### src/rtl/seq_det_ctrl.sv
// Controller for a programmable serial sequence detector.
// Holds the pattern/length/mode configuration, arms and disarms detection,
// counts matches up to a target, and flags a timeout when matches stop coming.
//
// Handshake: there is no back-pressure. A bit is consumed on every rising
// clk edge where din_valid=1 while the controller is ARMED. start/abort/cfg_we
// are single-cycle strobes sampled on the rising edge; abort beats start.
module seq_det_ctrl #(
  parameter int PAT_W = 8,
  parameter int LEN_W = 4,
  parameter int CNT_W = 8,
  parameter int TMO_W = 16
) (
  input  logic             clk,
  input  logic             reset,
  input  logic             cfg_we,
  input  logic [PAT_W-1:0] cfg_pattern,
  input  logic [LEN_W-1:0] cfg_len,
  input  logic             cfg_overlap,
  input  logic [CNT_W-1:0] cfg_target,
  input  logic [TMO_W-1:0] cfg_timeout,
  input  logic             start,
  input  logic             abort,
  input  logic             din_valid,
  input  logic             din,
  output logic             busy,
  output logic             match_pulse,
  output logic [CNT_W-1:0] match_count,
  output logic             done,
  output logic             timeout_err,
  output logic [1:0]       state_o
);

  typedef enum logic [1:0] {
    S_IDLE  = 2'b00,
    S_ARMED = 2'b01,
    S_DONE  = 2'b10,
    S_ERROR = 2'b11
  } state_t;

  state_t state_q, state_d;

  // Configuration registers
  logic [PAT_W-1:0] pat_q;
  logic [LEN_W-1:0] len_q;
  logic             ovl_q;
  logic [CNT_W-1:0] tgt_q;
  logic [TMO_W-1:0] tmo_q;

  // Detection datapath: only the newest PAT_W-1 bits need storing, the
  // incoming bit completes the PAT_W-wide window.
  logic [PAT_W-2:0] hist_q;
  logic [LEN_W-1:0] fill_q;
  logic [TMO_W-1:0] timer_q;

  logic [LEN_W-1:0] len_clamped;
  logic [PAT_W-1:0] hist_shift;
  logic [PAT_W-1:0] len_mask;
  logic [LEN_W-1:0] fill_inc;
  logic [CNT_W-1:0] count_inc;
  logic [TMO_W-1:0] timer_inc;
  logic             sample_match;
  logic             target_hit;
  logic             timer_hit;
  logic             arm;

  // Clamp the requested length into 1..PAT_W before it is stored
  always_comb begin
    len_clamped = cfg_len;
    if (cfg_len == '0) begin
      len_clamped = LEN_W'(1);
    end else if (cfg_len > LEN_W'(PAT_W)) begin
      len_clamped = LEN_W'(PAT_W);
    end
  end

  // Candidate next values and the match/target/timeout decisions for ARMED
  always_comb begin
    hist_shift   = {hist_q, din};
    len_mask     = ~({PAT_W{1'b1}} << len_q);
    fill_inc     = (fill_q < len_q) ? fill_q + LEN_W'(1) : len_q;
    sample_match = din_valid && (fill_inc == len_q) &&
                   (((hist_shift ^ pat_q) & len_mask) == '0);
    count_inc    = (match_count == '1) ? match_count : match_count + CNT_W'(1);
    target_hit   = sample_match && (tgt_q != '0) && (count_inc == tgt_q);
    timer_inc    = timer_q + TMO_W'(1);
    timer_hit    = (tmo_q != '0) && (timer_inc == tmo_q);
    arm          = start && !abort && ((state_q == S_IDLE) || (state_q == S_DONE));
  end

  // State register
  always_ff @(posedge clk) begin
    if (reset) state_q <= S_IDLE;
    else       state_q <= state_d;
  end

  // Next-state logic; abort takes priority over every other event
  always_comb begin
    state_d = state_q;
    if (abort) begin
      state_d = S_IDLE;
    end else begin
      case (state_q)
        S_IDLE:  if (start) state_d = S_ARMED;
        S_ARMED: begin
          if (target_hit)                      state_d = S_DONE;
          else if (!sample_match && timer_hit) state_d = S_ERROR;
        end
        S_DONE:  if (start) state_d = S_ARMED;
        default: state_d = state_q;
      endcase
    end
  end

  // Status outputs decoded straight from the state register
  always_comb begin
    busy        = (state_q == S_ARMED);
    done        = (state_q == S_DONE);
    timeout_err = (state_q == S_ERROR);
    state_o     = state_q;
  end

  // Configuration capture, only while IDLE
  always_ff @(posedge clk) begin
    if (reset) begin
      pat_q <= PAT_W'(8'b0011_0110);
      len_q <= LEN_W'(6);
      ovl_q <= 1'b1;
      tgt_q <= CNT_W'(1);
      tmo_q <= '0;
    end else if (cfg_we && (state_q == S_IDLE)) begin
      pat_q <= cfg_pattern;
      len_q <= len_clamped;
      ovl_q <= cfg_overlap;
      tgt_q <= cfg_target;
      tmo_q <= cfg_timeout;
    end
  end

  // History, fill, match counter, timer and the registered match pulse
  always_ff @(posedge clk) begin
    if (reset) begin
      hist_q      <= '0;
      fill_q      <= '0;
      timer_q     <= '0;
      match_count <= '0;
      match_pulse <= 1'b0;
    end else begin
      match_pulse <= 1'b0;
      if (arm) begin
        hist_q      <= '0;
        fill_q      <= '0;
        timer_q     <= '0;
        match_count <= '0;
      end else if ((state_q == S_ARMED) && !abort) begin
        if (din_valid) begin
          hist_q <= hist_shift[PAT_W-2:0];
          // Non-overlapping mode restarts the fill; old history is then ignored
          fill_q <= (sample_match && !ovl_q) ? '0 : fill_inc;
        end
        if (sample_match) begin
          match_count <= count_inc;
          timer_q     <= '0;
          match_pulse <= 1'b1;
        end else begin
          timer_q <= timer_inc;
        end
      end
    end
  end

endmodule

### config.mk
export PLATFORM = sky130hd
export DESIGN_NAME = seq_det_ctrl
export DESIGN_NICKNAME = d
export VERILOG_FILES = /design/src/rtl/seq_det_ctrl.sv
export SDC_FILE = /design/constraint.sdc
export NUM_CORES = 1
export LEC_CHECK = 0
export ABC_AREA = 1
export CAP_MARGIN = 10
export CORE_ASPECT_RATIO = 0.8
export CORE_MARGIN = 2
export CORE_UTILIZATION = 50
export CTS_CLUSTER_DIAMETER = 100
export CTS_CLUSTER_SIZE = 16
export DETAILED_ROUTE_END_ITERATION = 16
export GPL_TIMING_DRIVEN = 0
export PLACE_DENSITY_LB_ADDON = 0.08
export SYNTH_ARGS = -nofsm -noshare
export SYNTH_HDL_FRONTEND = slang
export SYNTH_SLANG_ARGS = --single-unit
### constraint.sdc
create_clock -name clk -period 1.8 [get_ports clk]
set_input_delay 0.54 -clock clk [delete_from_list [all_inputs] [get_ports clk]]
set_output_delay 0.54 -clock clk [all_outputs]
set_load 0.01 [all_outputs]
# Yosys cells after proc, flatten, opt, wreduce, memory -nomap -nowiden
# Cells that the tools add are included.
# Widths: inputs -> output; s select.
word_totals:
  output_inout_bits: 14
  ff_bits: 75
  wordCells: 69
  ramBits: 0
  latch_bits: 0
  rom_bits: 0
  memories: 0
  input_bits: 44
op_classes:
  n_shift: 1
  n_addsub: 3
  mul: 0
  bitwise_logic: 4
  n_reduce_logical: 28
  eq_ne: 9
  magnitude_cmp: 2
  mux: 11
  n_div: 0
op_table:
  columns: ["op", "n"]
  rows:
  - ["$add 16x1->16 const B", 1]
  - ["$eq 16x16->1", 1]
  - ["$mux 16", 1]
  - ["$mux 4", 4]
  - ["$reduce_bool 16->1", 1]
  - ["$logic_and 1x1->1", 11]
  - ["$add 8x1->8 const B", 1]
  - ["$and 8x8->8", 1]
  - ["$eq 8x8->1", 1]
  - ["$eq 8x8->1 const B", 1]
  - ["$logic_not 8->1", 1]
  - ["$mux 8", 1]
  - ["$not 8->8", 1]
  - ["$reduce_bool 8->1", 1]
  - ["$shl 8x4->8 const A", 1]
  - ["$xor 8x8->8", 1]
  - ["$mux 2", 3]
  - ["$reduce_or 2->1", 3]
  - ["$add 4x1->4 const B", 1]
  - ["$eq 2x2->1 const B", 2]
  - ["$eq 4x4->1", 1]
  - ["$gt 4x4->1 const B", 1]
  - ["$logic_not 4->1", 1]
  - ["$lt 4x4->1", 1]
  - ["other kinds (13)", 16]

# Depth between registers and ports, before layout
# Gate-level depths: netlist of the first run.
logic_depth:
  ltp_word: 10
  ltp_mapped: 16
  mapped_depth_nobuf: 16

# Worst setup path before layout of the first run
# No wires, ideal clock.
synth_timing:
  kind: "register -> register"
  from: "reg len_q[3]"
  to: "reg timer_q[14]"
  t_required_ps: 1730
  setup_time_ps: 70
  n_path_buf: 1
  path_stages_with_launch: 12
  period_less_slack_ps: 1853
  arrival_time_ps: 1783
  slack_ps: -53
  cell_sequence: "dfxtp_1 inv_1 ha_1 a21oi_1 a21boi_4 nand2_1 nand3_2 nand2_1 inv_2 buf_4 nand3_1 a21oi_1"
synth_via:
  elab_chain_len: 6
  word_cells_on_any_way: 10
  classes_between: "order compare (1); eq/ne (1); shift (1); mux (2); bitwise (2); reduce/logical (3)"
synth_lines:
  columns: ["element", "line", "rtl"]
  rows:
  - ["from (decl)", "45", "logic [LEN_W-1:0] len_q;"]
  - ["from (signal assigned)", "133", "len_q <= len_clamped;"]
  - ["$lt 4x4->1 or $shl 8x4->8 (tied branches)", "81, 80", null]
  - ["$mux 4 or $not 8->8 (tied branches)", "81, 80", null]
  - ["$eq 4x4->1 or $and 8x8->8 (tied branches)", "82, 83", null]
  - ["$logic_and 1x1->1 or $logic_not 8->1 (tied branches)", "82, 83", null]
  - ["$logic_and 1x1->1 *", "82", "sample_match = din_valid && (fill_inc == len_q) &&"]
  - ["$mux 16 *", "161", "if (sample_match) begin"]
  - ["to (signal assigned)", "166", "timer_q <= timer_inc;"]
  - ["to (decl)", "54", "logic [TMO_W-1:0] timer_q;"]
# Every way passes the cells marked *; elsewhere a longest branch is shown, timed or not.
# A chain may end at the register's enable or synchronous reset.

# Worst setup path in the final report of the first run
layout_timing:
  from: "reg len_q[3]"
  to: "reg state_q[1] (netlist: state_o[1])"
layout_via:
  elab_chain_len: 9
  word_cells_on_any_way: 17
  classes_between: "order compare (1); eq/ne (2); shift (1); mux (3); bitwise (2); reduce/logical (8)"
layout_lines:
  columns: ["element", "line", "rtl"]
  rows:
  - ["$lt 4x4->1 or $shl 8x4->8 (tied branches)", "81, 80", null]
  - ["$mux 4 or $not 8->8 (tied branches)", "81, 80", null]
  - ["$eq 4x4->1 or $and 8x8->8 (tied branches)", "82, 83", null]
  - ["$logic_and 1x1->1 or $logic_not 8->1 (tied branches)", "82, 83", null]
  - ["$logic_and 1x1->1 *", "82", null]
  - ["$logic_and 1x1->1 or $logic_not 1->1 (tied branches)", "85, 107", null]
  - ["$logic_and 1x1->1, on equally long branches", "85, 107", null]
  - ["$ne 3x1->1 (no source line) or $mux 2 (tied branches)", null, null]
  - ["$reduce_and 3->1 (no source line) or $pmux 2 s2 (tied branches)", null, null]
  - ["to (signal assigned)", "94", "else state_q <= state_d;"]
  - ["to (decl)", "41", "state_t state_q, state_d;"]
# Marks and branches as above.

==> results of run 1 <==
## timing repair
action                     in CTS  in global routing
gates resized for setup       102                 55
gates cloned                    1                  0
buffers inserted               19                  4
pin swaps                      23                 25
setup endpoints to repair      87                 51
## Yosys cell counts
master / number
buf_4: 1
a31oi_1: 1
nand2_1: 183
xor2_1: 5
nand2_2: 8
a21oi_2: 2
ha_1: 6
nor2_4: 2
buf_2: 1
o22ai_1: 7
xnor3_1: 1
and2_1: 1
a211oi_1: 1
nor2_8: 2
clkinv_2: 2
nand3_2: 3
o21bai_1: 1
o21ai_0: 48
or2_2: 1
clkbuf_1: 14
o221ai_1: 2
nor2_1: 74
dfxtp_1: 75
a21boi_4: 1
inv_1: 83
o211ai_1: 2
nor2_2: 6
nand3_1: 59
nand2_4: 3
nand3b_1: 2
o21bai_2: 1
o21ai_1: 3
buf_1: 1
a21oi_1: 48
nand4_1: 6
inv_2: 4
nand3_4: 1
or2_0: 1
xnor2_1: 5
## final timing paths
kind | endpoint | depth (start not counted) | start
min reg2reg | pat_q[0] | 2 | pat_q[0]
max reg2reg | state_o[1] | 13 | len_q[3]
min | pat_q[0] | 2 | pat_q[0]
max | state_o[1] | 13 | len_q[3]
## logic make-up (layout without fill, tap and decap cells)
logic type / count (synthesis) / count (layout)
AND/OR/NAND/NOR: 352 / 352
XOR/XNOR: 11 / 11
AO/OA/AOI/OAI: 117 / 117
adder cells (fa/ha/maj): 6 / 6
buffers and inverters: 106 / 203
flip-flops: 75 / 75
## final cells by class
type | count | share of cell area [%]
Buffer | 17 | 1.60
Sequential cell | 75 | 26.7
Tap cell | 112 | 2.41
Clock inverter | 5 | 1.08
Timing Repair Buffer | 81 | 12.9
Inverter | 89 | 6.10
Multi-Input combinational cell | 486 | 46.8
Clock buffer | 11 | 2.44
## sequential cells by signal (all words and copies together) (netlist names)
register,flops
tmo_q,16
len_q,4
state_o,2
timer_q,16
fill_q,4
tgt_q,8
match_count,8
match_pulse,1
ovl_q,1
hist_q,7
pat_q,8
## critical path, stage by stage (launching register included)
cell and delay, ps:
dfxtp_4 390, inv_6 50, ha_4 250, a21oi_4 160
a21boi_4 200, nand2_2 80, nand3_4 150, buf_6 120
nand2_2 40, nor2_2 100, nand3_1 70, nand2_1 60
nand2_1 60, a21oi_2 110
## routing by layer
| layer | GRT usage (%) | vias to the layer above | wire [um] |
|---|---|---|---|
| met4 | 8.51 | 0 | 165 |
| li1 | - | 2331 | - |
| met1 | 36.4 | 2105 | 5610 |
| met2 | 47.9 | 153 | 6040 |
| met5 | 0 | - | 0 |
| met3 | 3.96 | 19 | 846 |
## power groups by stage
stage | sequential [mW] | clock (mW) | combinational [mW]
2_1_floorplan | 1.81 | 0 | 0.315
3_3_place_gp | 1.83 | 0 | 0.510
3_5_place_dp | 1.83 | 0 | 0.519
4_1_cts | 1.78 | 1.37 | 0.565
5_1_grt | 1.79 | 1.45 | 0.671
6_report | 1.78 | 1.36 | 0.605
## metrics by stage
stage | worst slack (ps) | std cells
after detailed placement | -860 | 836
after CTS | -83.2 | 872
after global placement | -815 | 836
after floorplan | 5.39 | 667
final | -106 | 876
after global routing | -191 | 876
==> flow_metrics.tcl, run 1 <==
set metrics [dict create \
    status "finished with violations" \
    violations "negative setup slack" \
    design.core.area_mm2 0.00841 \
    fin_crit_sh_pct 106 \
    netSwitchingPower_mw 1.08 \
    synth_top_area_share_pct 35.0 \
    synth_xor_area_share_pct 2.56 \
    grt_max_degree 14 \
    drtIter0Drc 310 \
    synth_nets 717 \
    ctsLongestPathBuffers 2 \
    yosys-top-cells-area "dfxtp_1 (35%), nand2_1 (16%), inv_1 (7.3%)" \
    grt_pass1_vias 4353 \
    p_clk_share_pct 36.4 \
    drcViolationCount 0 \
    finalHoldViolations 0 \
    synth_area_per_cell_um2 6.44 \
    cts_made_buffers 9 \
    maxSlewViolCount 0 \
    leakage_nw 2.59 \
    drt-total-wl_mm 12.7 \
    synth-simple-area-share_pct 36.4 \
    cp.required_ps 2080 \
    total_power_mw 3.75 \
    power_frac_seq_pct 47.5 \
    ys_seq_elements 75 \
    via_per_inst 5.26 \
    rsz0062_at_grt "yes" \
    cts_tree "built" \
    multi_input_area_mm2 0.00271 \
    p_sw_share_pct 28.7 \
    clk_pin_slew_ps 90 \
    diodes 0 \
    finalSetupTns_ps -1030 \
    holdBufCountCts 0 \
    drive_gt1_share_pct 21.7 \
    power-per-cell-area_mw_per_mm2 646 \
    synthMuxAreaShare_pct 0 \
    cp-start-kind "flop" \
    dr.pass1.iters 5 \
    synth_cell_types 39 \
    worst_pin_slew_ps 547 \
    worstHoldPathType "reg -> reg" \
    synth_area_leader_cell "dfxtp_1" \
    area_delta_synth_final_pct 35.1 \
    antenna_left 0 \
    ff_latch_area_mm2 0.00155 \
    clock_latency_ps 360 \
    synth_top_family_by_area "simple AND/OR/NAND/NOR gates" \
    netlist_area_mm2 0.00430 \
    crit_type "reg -> reg" \
    syn_inst 667 \
    layout_common_cells "nand2_1 (167), inv_1 (76), nor2_1 (64)" \
    wire_per_inst_um 14.4 \
    final_cell_area_mm2 0.00580 \
    r2r_slack_ps -110 \
    dieArea_mm2 0.00935 \
    pwr-share-comb_pct 16.1 \
    fin_skew_ps 9.19 \
    crit_path_max_fanout 6 \
    die_h_um 86.9 \
    synth-seq-area-share_pct 35.0 \
    arrival_ps 2190 \
    yosys.area_share.adder_pct 1.75 \
    antenna_found_initial 0 \
    slew_headroom_pct 63.5 \
    fmax_mhz 525 \
    internal_power_mw 2.67 \
    die_w_um 108 \
    utilization_pct 69.0 \
    cap_violations 0 \
    placed_area_mm2 0.00501 \
    post-dp-hpwl_mm 8.85 \
    cts_sinks 75 \
    synth-compound-area-share_pct 14.9 \
    peakVddDrop_mv 0.360 \
    pin_count 58 \
    num-fill-cells 741 \
    row_count 30 \
    cts-root-buf "clkbuf_8" \
    crit_path_end_kind "flop" \
    final_common_cell "nand2_1" \
    holdWs_ps 479 \
    ys_warn_count 0 \
    portBuffers 57 \
    gp_congestion 0.944 \
    dr_total_vias 4608 \
    grt-ovfl-total 0 \
    fin_nets 809 \
    grt_pass1_wl_mm 20.4 \
    htreeDepth 3 \
    setup_viol 25 \
    grtUsageTotal_pct 27.8 \
    start_util_pct 51.1 \
    fin_ws_ps -106 \
    min_period_ps 1910 \
]
Note: power is estimated with default switching activity, not from simulation.
==> run 2: changes to the inputs <==
--- a/config.mk
+++ b/config.mk
@@ -6,7 +6,7 @@
 export NUM_CORES = 1
 export LEC_CHECK = 0
 export ABC_AREA = 1
-export CAP_MARGIN = 10
+export CAP_MARGIN = 15
 export CORE_ASPECT_RATIO = 0.8
 export CORE_MARGIN = 2
 export CORE_UTILIZATION = 50
==> results of run 2 <==
Final layout, timing and power as in run 1 (identical DEF).
